===== src/rtl/bomber_pkg.sv =====
// Shared types and arena geometry for the bomber player logic.
// Holds the coordinate type, the movement FSM state encoding and the
// per-axis step helpers used by the movement controller.
package bomber_pkg;

  typedef logic [10:0] coord_t;

  typedef enum logic [1:0] {
    IDLE,
    PROBE_X,
    PROBE_Y,
    DONE
  } move_state_t;

  // Playable arena in screen pixels (top-left corner of the player sprite).
  localparam coord_t ARENA_MIN_X = 11'd15;
  localparam coord_t ARENA_MAX_X = 11'd591;
  localparam coord_t ARENA_MIN_Y = 11'd48;
  localparam coord_t ARENA_MAX_Y = 11'd432;
  localparam coord_t TILE_SIZE   = 11'd32;

  // An axis moves only when exactly one of its two keys is held.
  function automatic logic axis_moves(input logic inc, input logic dec);
    return inc ^ dec;
  endfunction

  // Candidate coordinate for one axis; unsigned, so a decrement below 0 wraps.
  function automatic coord_t step_coord(input coord_t pos, input logic inc,
                                        input logic dec, input coord_t step);
    coord_t res;
    res = pos;
    if (inc && !dec) begin
      res = pos + step;
    end else if (dec && !inc) begin
      res = pos - step;
    end
    return res;
  endfunction

  // Inclusive range test used by the optional bounds clamp.
  function automatic logic in_range(input coord_t v, input coord_t lo,
                                    input coord_t hi);
    return (v >= lo) && (v <= hi);
  endfunction

endpackage


===== src/rtl/player_move_ctrl_if.sv =====
// Probe handshake between the player movement controller (master) and the
// maze collision checker (slave): candidate position out, verdict back.
interface player_move_ctrl_if;
  import bomber_pkg::*;

  coord_t probe_topLeftX;
  coord_t probe_topLeftY;
  logic   probe_active;
  logic   valid_player_position;

  modport master (
    output probe_topLeftX,
    output probe_topLeftY,
    output probe_active,
    input  valid_player_position
  );

  modport slave (
    input  probe_topLeftX,
    input  probe_topLeftY,
    input  probe_active,
    output valid_player_position
  );

endinterface


===== src/rtl/player_move_ctrl.sv =====
// Per-frame player movement controller.
// At each start of frame the direction keys are latched and the X and Y
// moves are probed one after the other against the collision checker, so a
// diagonal move into a wall still slides along the free axis.
// Optional feature macro: PLAYER_BOUNDS_CLAMP_EN -- candidates outside the
// arena are rejected locally without occupying the checker.
module player_move_ctrl
  import bomber_pkg::*;
#(
  parameter coord_t INIT_X        = 11'd15,
  parameter coord_t INIT_Y        = 11'd48,
  parameter coord_t STEP          = 11'd1,
  parameter int     CHECK_LATENCY = 2
) (
  input  logic               clk,
  input  logic               resetN,
  input  logic               startOfFrame,
  input  logic               key_up,
  input  logic               key_down,
  input  logic               key_left,
  input  logic               key_right,
  player_move_ctrl_if.master chk,
  output coord_t             topLeftX,
  output coord_t             topLeftY,
  output logic               moved
);

  localparam int CNT_W = (CHECK_LATENCY > 1) ? $clog2(CHECK_LATENCY) : 1;
  localparam logic [CNT_W-1:0] CNT_LAST = CNT_W'(CHECK_LATENCY - 1);

  move_state_t      state_q;
  coord_t           topLeftX_q;
  coord_t           topLeftY_q;
  coord_t           probe_x_q;
  coord_t           probe_y_q;
  logic             probe_active_q;
  logic             moved_q;
  logic             x_moved_q;
  logic             up_q;
  logic             down_q;
  logic [CNT_W-1:0] wait_q;

  coord_t x_cand_d;
  coord_t y_cand_d;
  logic   x_go_d;
  logic   y_go_d;
  logic   probe_done_d;
  logic   commit_d;
  coord_t x_after_d;
  coord_t y_after_d;

  // Candidate positions, per-axis go decisions and the verdict of the running probe
  always_comb begin
    // X is decided from the live keys on the start-of-frame edge itself;
    // Y is decided later from the latched keys.
    x_cand_d = step_coord(topLeftX_q, key_right, key_left, STEP);
    y_cand_d = step_coord(topLeftY_q, down_q, up_q, STEP);
    x_go_d   = axis_moves(key_right, key_left);
    y_go_d   = axis_moves(down_q, up_q);
`ifdef PLAYER_BOUNDS_CLAMP_EN
    x_go_d   = x_go_d && in_range(x_cand_d, ARENA_MIN_X, ARENA_MAX_X);
    y_go_d   = y_go_d && in_range(y_cand_d, ARENA_MIN_Y, ARENA_MAX_Y);
`endif
    // A probe phase ends either immediately (axis skipped) or on the last
    // wait cycle, which is when the checker verdict is valid.
    probe_done_d = !probe_active_q || (wait_q == CNT_LAST);
    commit_d     = probe_active_q && (wait_q == CNT_LAST) &&
                   chk.valid_player_position;
    x_after_d    = commit_d ? probe_x_q : topLeftX_q;
    y_after_d    = commit_d ? probe_y_q : topLeftY_q;
  end

  // Movement FSM with registered probe, position and moved outputs
  always_ff @(posedge clk or negedge resetN) begin
    if (!resetN) begin
      state_q        <= IDLE;
      topLeftX_q     <= INIT_X;
      topLeftY_q     <= INIT_Y;
      probe_x_q      <= INIT_X;
      probe_y_q      <= INIT_Y;
      probe_active_q <= 1'b0;
      moved_q        <= 1'b0;
      x_moved_q      <= 1'b0;
      up_q           <= 1'b0;
      down_q         <= 1'b0;
      wait_q         <= '0;
    end else begin
      moved_q <= 1'b0;
      case (state_q)
        IDLE: begin
          probe_x_q      <= topLeftX_q;
          probe_y_q      <= topLeftY_q;
          probe_active_q <= 1'b0;
          wait_q         <= '0;
          if (startOfFrame) begin
            up_q      <= key_up;
            down_q    <= key_down;
            x_moved_q <= 1'b0;
            state_q   <= PROBE_X;
            if (x_go_d) begin
              probe_x_q      <= x_cand_d;
              probe_active_q <= 1'b1;
            end
          end
        end

        PROBE_X: begin
          if (!probe_done_d) begin
            wait_q <= wait_q + 1'b1;
          end else begin
            if (commit_d) begin
              topLeftX_q <= probe_x_q;
              x_moved_q  <= 1'b1;
            end
            // Y is probed from the X position as it stands after this phase.
            wait_q         <= '0;
            probe_x_q      <= x_after_d;
            probe_y_q      <= topLeftY_q;
            probe_active_q <= 1'b0;
            state_q        <= PROBE_Y;
            if (y_go_d) begin
              probe_y_q      <= y_cand_d;
              probe_active_q <= 1'b1;
            end
          end
        end

        PROBE_Y: begin
          if (!probe_done_d) begin
            wait_q <= wait_q + 1'b1;
          end else begin
            if (commit_d) begin
              topLeftY_q <= probe_y_q;
            end
            wait_q         <= '0;
            probe_x_q      <= topLeftX_q;
            probe_y_q      <= y_after_d;
            probe_active_q <= 1'b0;
            moved_q        <= x_moved_q | commit_d;
            state_q        <= DONE;
          end
        end

        DONE: begin
          state_q <= IDLE;
        end

        default: begin
          state_q <= IDLE;
        end
      endcase
    end
  end

  assign topLeftX           = topLeftX_q;
  assign topLeftY           = topLeftY_q;
  assign moved              = moved_q;
  assign chk.probe_topLeftX = probe_x_q;
  assign chk.probe_topLeftY = probe_y_q;
  assign chk.probe_active   = probe_active_q;

endmodule


===== src/flat_wrapper.sv =====
// flat-port wrapper written by rule: the top's interface ports become plain ports
module player_move_ctrl_flat import bomber_pkg::*;
#(
  parameter coord_t INIT_X        = 11'd15,
  parameter coord_t INIT_Y        = 11'd48,
  parameter coord_t STEP          = 11'd1,
  parameter int     CHECK_LATENCY = 2
)
  (clk, resetN, startOfFrame, key_up, key_down, key_left, key_right, topLeftX, topLeftY, moved, chk_probe_topLeftX, chk_probe_topLeftY, chk_probe_active, chk_valid_player_position);
  player_move_ctrl_if chk_i ();
  input  logic clk;
  input  logic resetN;
  input  logic startOfFrame;
  input  logic key_up;
  input  logic key_down;
  input  logic key_left;
  input  logic key_right;
  output coord_t topLeftX;
  output coord_t topLeftY;
  output logic moved;
  output wire logic [$bits(chk_i.probe_topLeftX)-1:0] chk_probe_topLeftX;
  output wire logic [$bits(chk_i.probe_topLeftY)-1:0] chk_probe_topLeftY;
  output wire logic [$bits(chk_i.probe_active)-1:0] chk_probe_active;
  input wire logic [$bits(chk_i.valid_player_position)-1:0] chk_valid_player_position;
  assign chk_probe_topLeftX = chk_i.probe_topLeftX;
  assign chk_probe_topLeftY = chk_i.probe_topLeftY;
  assign chk_probe_active = chk_i.probe_active;
  assign chk_i.valid_player_position = chk_valid_player_position;
  player_move_ctrl #(.INIT_X(INIT_X), .INIT_Y(INIT_Y), .STEP(STEP), .CHECK_LATENCY(CHECK_LATENCY)) u_core (.clk(clk), .resetN(resetN), .startOfFrame(startOfFrame), .key_up(key_up), .key_down(key_down), .key_left(key_left), .key_right(key_right), .chk(chk_i), .topLeftX(topLeftX), .topLeftY(topLeftY), .moved(moved));
endmodule

===== config.mk =====
export PLATFORM = sky130hd
export DESIGN_NAME = player_move_ctrl_flat
export DESIGN_NICKNAME = d
export VERILOG_FILES = /design/src/rtl/bomber_pkg.sv /design/src/rtl/player_move_ctrl_if.sv /design/src/rtl/player_move_ctrl.sv /design/src/flat_wrapper.sv
export SDC_FILE = /design/constraint.sdc
export NUM_CORES = 1
export LEC_CHECK = 0
export ABC_CLOCK_PERIOD_IN_PS = 1950
export CAP_MARGIN = 20
export CORE_MARGIN = 3
export CORE_UTILIZATION = 49
export DETAILED_ROUTE_END_ITERATION = 7
export PLACE_DENSITY = 0.77
export SLEW_MARGIN = 40
export SYNTH_ARGS = -nofsm -noshare
export SYNTH_HDL_FRONTEND = slang
export SYNTH_SLANG_ARGS = --single-unit

===== constraint.sdc =====
create_clock -name clk -period 1.95 [get_ports clk]
set_input_delay 0.2925 -clock clk [delete_from_list [all_inputs] [get_ports clk]]
set_output_delay 0.2925 -clock clk [all_outputs]
set_load 0.01 [all_outputs]

**Word level (Yosys, flattened, before mapping)**

Index checks and enable logic that the tools add are counted.

- Add/subtract/negate cells: 5
- Multipliers: 0
- Div/mod/pow operators: 0
- Magnitude comparators: 0
- Eq/ne operators: 7
- Shift operators: 0
- Multiplexer cells: 33
- Bitwise gates (word level): 3
- Reductions and logical operators: 23

Operators by type and width:

| kind | count |
|---|---|
| $mux 11 | 13 |
| $pmux 11 s3 | 2 |
| $add 11x1->11 const B | 2 |
| $sub 11x1->11 const B | 2 |
| $mux 1 | 11 |
| $pmux 2 s4 | 1 |
| $logic_and 1x1->1 | 6 |
| $mux 2 | 3 |
| $ne 2x1->1 const B | 3 |
| $reduce_and 2->1 | 3 |
| $reduce_and 3->1 | 2 |
| $logic_not 1->1 | 5 |
| $eq 2x2->1 const B | 2 |
| $pmux 1 s2 | 2 |
| $reduce_and 4->1 | 1 |
| $reduce_bool 2->1 | 2 |
| $pmux 1 s3 | 1 |
| $reduce_bool 3->1 | 1 |
| $eq 2x1->1 const B | 1 |
| $logic_not 2->1 | 1 |
| $ne 2x2->1 const B | 1 |
| $reduce_or 2->1 | 1 |
| $xor 1x1->1 | 2 |
| $add 1x1->1 const B | 1 |
| 2 further kinds | 2 |

- Register bits: 52
- Latch bits: 0
- RAM bits: 0
- Memory bits (read-only): 0
- Bits of input ports: 8
- Output and inout bits: 46
- Logic and storage cells: 82
- Memories: 0

**Depth between registers and ports, before layout**

- Depth after elaboration: 7
- Depth in mapped cells: 9
- Mapped depth without buffers: 7

**Worst setup path after synthesis**

Ideal clock, no wire load.

- Path type: reg-to-reg
- Start: register u_core.down_q
- End: register u_core.probe_y_q[9], in the netlist u_core.chk.probe_topLeftY[9]
- Library setup time: 123 ps
- Arrival: 1984 ps
- Data required time: 1827 ps
- Slack: -156 ps
- Stages on the path, launching flop included: 9
- Buffers on the path: 1
- Clock period less this slack: 2106 ps
- Path through: dfrtp_1 inv_1 ha_1 clkbuf_1 or4b_1 o32ai_1 o21ai_0 mux2i_1 o221a_2

- Longest elaborated chain between the ends: 7
- Elaborated cells on any way between the ends: 9
- Classes of those cells: mux (5); bitwise (1); reduce/logical (3)

Ends and longest elaborated chain:

| element | RTL line | text |
|---|---|---|
| start, declared | player_move_ctrl.sv:40 | `logic down_q;` |
| start signal, assigned | player_move_ctrl.sv:97 | `down_q <= key_down;` |
| $logic_not 1->1 | bomber_pkg.sv:34 | `end else if (dec && !inc) begin` |
| $logic_and 1x1->1 | bomber_pkg.sv:34 |  |
| $mux 11 | bomber_pkg.sv:34 |  |
| $mux 11 | bomber_pkg.sv:32 | `if (inc && !dec) begin` |
| $mux 11 * | player_move_ctrl.sv:121 | `if (y_go_d) begin` |
| $mux 11 * | player_move_ctrl.sv:108 | `if (!probe_done_d) begin` |
| $pmux 11 s3 * | player_move_ctrl.sv:89 | `case (state_q)` |
| end signal, assigned | player_move_ctrl.sv:92 | `probe_y_q <= topLeftY_q;` |
| end signal, assigned | player_move_ctrl.sv:118 | `probe_y_q <= topLeftY_q;` |
| end signal, assigned | player_move_ctrl.sv:122 | `probe_y_q <= y_cand_d;` |
| end, declared | player_move_ctrl.sv:35 | `coord_t probe_y_q;` |

Mark *: on every way between the ends. The rest lies on a longest branch, timed or not. The select of a mux whose other input is x is not followed.
A chain may end at the register's enable or synchronous reset.

**Final worst setup path**

- Start: register u_core.state_q[1]
- End: register u_core.probe_y_q[8], in the netlist u_core.chk.probe_topLeftY[8]

- Longest elaborated chain between the ends: 3
- Elaborated cells on any way between the ends: 8
- Classes of those cells: eq/ne (4); mux (1); reduce/logical (3)

Ends and longest elaborated chain:

| element | RTL line | text |
|---|---|---|
| start, declared | player_move_ctrl.sv:31 | `move_state_t state_q;` |
| start signal, assigned | player_move_ctrl.sv:76 | `state_q <= IDLE;` |
| start signal, assigned | player_move_ctrl.sv:99 | `state_q <= PROBE_X;` |
| start signal, assigned | player_move_ctrl.sv:120 | `state_q <= PROBE_Y;` |
| $eq 2x2->1, or another cell as far along | player_move_ctrl.sv:89 |  |
| $ne 2x1->1 (no source line) / $reduce_bool 3->1 (equally long branches) | n/a |  |
| $reduce_and 3->1 (no source line) | n/a |  |

Several ways; a longest one is shown, not always the timed one.

==> reports/results.ini <==
[die]
dieHeight_um = 89.6
core_area_um2 = 6570
initial_core_util_pct = 52.1
die_w_um = 89.6
dieArea_um2 = 8030
num_io_pins = 54
row_count = 29

[worst_setup_path]
path_buf_inv = 2
worstPathCellList = inv_2, ha_4, or3_4, o21a_4, buf_12, a32o_1, a222oi_1, o21ai_1
crit_arrival_ps = 2400
cp-start-kind = flop
worst_setup_path_end_kind = flop
cp_slowest_stage_delay_ps = 420
criticalPathCategory = flop to flop
worstRegToRegCells = 8
critPathTopFamily = compound AO/OA/AOI/OAI gates
path_depth = 8
slowest_stage = dfrtp_1
crit_path_max_fanout = 5
cp.required_ps = 2130

[sta]
finalCritPeriodShare_pct = 114
hold_viol_final = 0
min_period_ps = 2220
fin_skew_ps = 15.4
timing.final.ws_setup_ps = -273
maxSlewViolCount = 0
rsz0062_at_grt = true
fin_setup_tns_ps = -1080
slew_headroom_pct = 68.6
setup_violations = 12
max_freq_ghz = 0.450
worst_pin_slew_ps = 471

[route]
routed_wl_mm = 11.0
drt_iter0_markers = 453
antenna_left = 0
drc = 0
avgRoutedWirePerCell_um = 18.9
via_per_inst = 6.23
num_vias = 3621
drt-pass1-iter-count = 5

[pwr]
seq_power_share_pct = 21.6
comb_power_share_pct = 69.2
leakagePower_uw = 0.00216
p_clk_share_pct = 9.2
p_int_uw = 4900
power_switching_uw = 3840
power.density_nw_per_um2 = 1750
vdd.ir_drop.worst_uv = 983
swShare_pct = 43.9
power.total_uw = 8740

[placement]
pre_cts_ws_ps = -452
port_buffers = 53
place.gp.congestion = 0.948
hpwl_mm = 7.17

[clock_network]
clk_pin_slew_worst_paths_ps = 110
h-tree-depth = 2
clockBufferDepth = 2
cts_root_buf = clkbuf_8
clk_latency_ps = 310
cts_tree = yes
numCtsBuffers = 5
cts_sinks = 52

[synth]
synthesis.instances = 378
synth.mux.area_fraction_pct = 10.6
async_flop_share_pct = 100
avgSynthCellArea_um2 = 9.06
synth_area_um2 = 3420
synthSimpleGateAreaFrac_pct = 19.6
synth_edf_count = 0
synth_top_family_by_area = compound AO/OA/AOI/OAI gates
syn-num-nets = 398
synth_flop_cell = dfrtp_1
synth_xor_area_share_pct = 1.02
synth-compound-area-share_pct = 20.6
yosysWarnings = 0
ys_seq_area_share_pct = 38.4
synthAdderAreaFrac_pct = 4.38
synth.distinct_cells = 61
synth-seq-cells = 52

[layout]
nets = 507
syn2layout_area_growth_pct = 45.9
diodes = 0
post-route-util_pct = 76.1
fillers = 448
drive_gt1_share_pct = 34.2

[global_routing]
grt-ovfl-total = 0
grt_max_degree = 25
grt_pass1_wl_mm = 16.7
gr-usage-all-layers_pct = 26.5
antenna_found_initial = 0
grt_pass1_vias = 3371

[min_path]
hold_path.class = input port to async pin

[run_status]
outcome = finished with violations
violations = negative setup slack

[flow_run]
drv_cap = 0

-- through the flow --
stage	instances	area [um^2]	hold slack, ps
6_report	581	4990	451
5_1_grt	581	4990	500
4_1_cts	572	4730	470
3_5_place_dp	560	4490	278
3_3_place_gp	560	4490	274
2_1_floorplan	378	3470	-3.09
-- power groups by stage --
stage | sequential [uW] | clock (uW) | combinational (uW)
after global routing | 1940 | 861 | 6490
after floorplan | 1910 | 0 | 2710
final | 1890 | 803 | 6050
after global placement | 1840 | 0 | 4830
after detailed placement | 1870 | 0 | 4950
after CTS | 1870 | 810 | 5320
-- worst register-to-register path, stage by stage, from the launching register on --
cell	delay, ps
dfrtp_1	420
inv_2	100
ha_4	190
or3_4	400
o21a_4	160
buf_12	140
a32o_1	260
a222oi_1	290
o21ai_1	150
-- layout make-up --
type	count	area [um^2]	area share [%]
clock inverter	2	38.8	0.777
tap	93	116	2.33
sequential	52	1320	26.4
inverter	18	67.6	1.35
timing repair buffer	130	1200	24.0
clock buffer	6	82.6	1.65
multi-input combinational	280	2170	43.5
-- repair_timing --
item,CTS,global route
hold buffers,1,0
pin swaps,7,17
resized for setup,24,38
buffers inserted,3,7
endpoints found under the hold margin,12,0
endpoints found under the setup margin,19,22
gates cloned,0,2
-- flip-flops by register name, summed over array words and instances, names as in the netlist --
register and flops:
u_core.state_q 2, u_core.up_q 1, u_core.x_moved_q 1, u_core.wait_q 1
u_core.moved 1, u_core.chk.probe_active 1, u_core.down_q 1, u_core.chk.probe_topLeftX 11
u_core.chk.probe_topLeftY 11, u_core.topLeftX 11, u_core.topLeftY 11
-- synthesized netlist by cell type, types with 2 or more instances --
cell type	instances	area [um^2]
buf_2	3	15.0
nand3_1	9	45.0
o21ai_0	28	140
inv_1	18	67.6
nor3b_1	3	22.5
o22ai_1	4	25.0
nand2_1	36	135
nand2b_1	4	25.0
a32o_1	4	40.0
nor3_1	9	45.0
or3_1	8	50.1
and3_1	7	43.8
nand4_1	7	43.8
dfrtp_1	40	1000
xnor2_1	2	17.5
xor2_1	2	17.5
a211oi_1	5	37.5
dfstp_2	12	315
clkbuf_1	22	82.6
and4b_1	2	20.0
o21a_1	2	15.0
a32oi_1	3	26.3
a222oi_1	3	30.0
nor4_1	3	18.8
nor2_1	24	90.1
buf_1	2	7.51
mux2_2	27	304
a22oi_1	5	37.5
ha_1	12	150
a21oi_1	22	110
a31oi_1	3	18.8
a22o_1	2	17.5
mux2i_1	6	60.1
o31ai_1	5	37.5
nand3b_1	4	30.0
o211ai_1	2	15.0
a211o_1	2	17.5
a221o_1	3	30.0
-- layer usage --
metal,routed length (um),global-route usage [%]
met1,4730,38.8
met2,5140,40.7
met3,913,3.47
met4,191,8.80
met5,0,0
-- logic make-up (layout without fill, tap and decap cells) --
group / Yosys count / after routing
AND/OR/NAND/NOR: 126 / 126
AO/OA/AOI/OAI: 105 / 105
flip-flops: 52 / 52
buffers and inverters: 46 / 156
multiplexers: 33 / 33
adder cells (fa/ha/maj): 12 / 12
XOR/XNOR: 4 / 4
-- layout by cell type, fill, tap and decap left out, types with 7 or more instances in the layout --
cell type and n:
o21ai_1 7, nand4_1 7, nand2_1 35, nand3_1 8, clkdlybuf4s50_1 50, mux2_2 27, buf_4 64, nor2_1 20
inv_1 15, nor3_1 9, and3_1 7, dfstp_2 12, a21oi_1 20, dfrtp_1 39, o21ai_0 18
-- final timing paths --
| path | end | slack (ps) | start |
|---|---|---|---|
| hold reg to reg | u_core.chk.probe_topLeftX[2] | 510 | u_core.chk.probe_topLeftX[2] |
| setup / recovery | u_core.chk.probe_topLeftY[8] | -270 | u_core.state_q[1] |
| max in group asynchronous | u_core.topLeftY[4] | 820 | resetN |
| min in group clk | u_core.chk.probe_topLeftX[2] | 510 | u_core.chk.probe_topLeftX[2] |
| setup reg to reg | u_core.chk.probe_topLeftY[8] | -270 | u_core.state_q[1] |
| hold / removal | u_core.chk.probe_topLeftX[4] | 450 | resetN |
No activity file was read; power rests on OpenSTA's default activity.
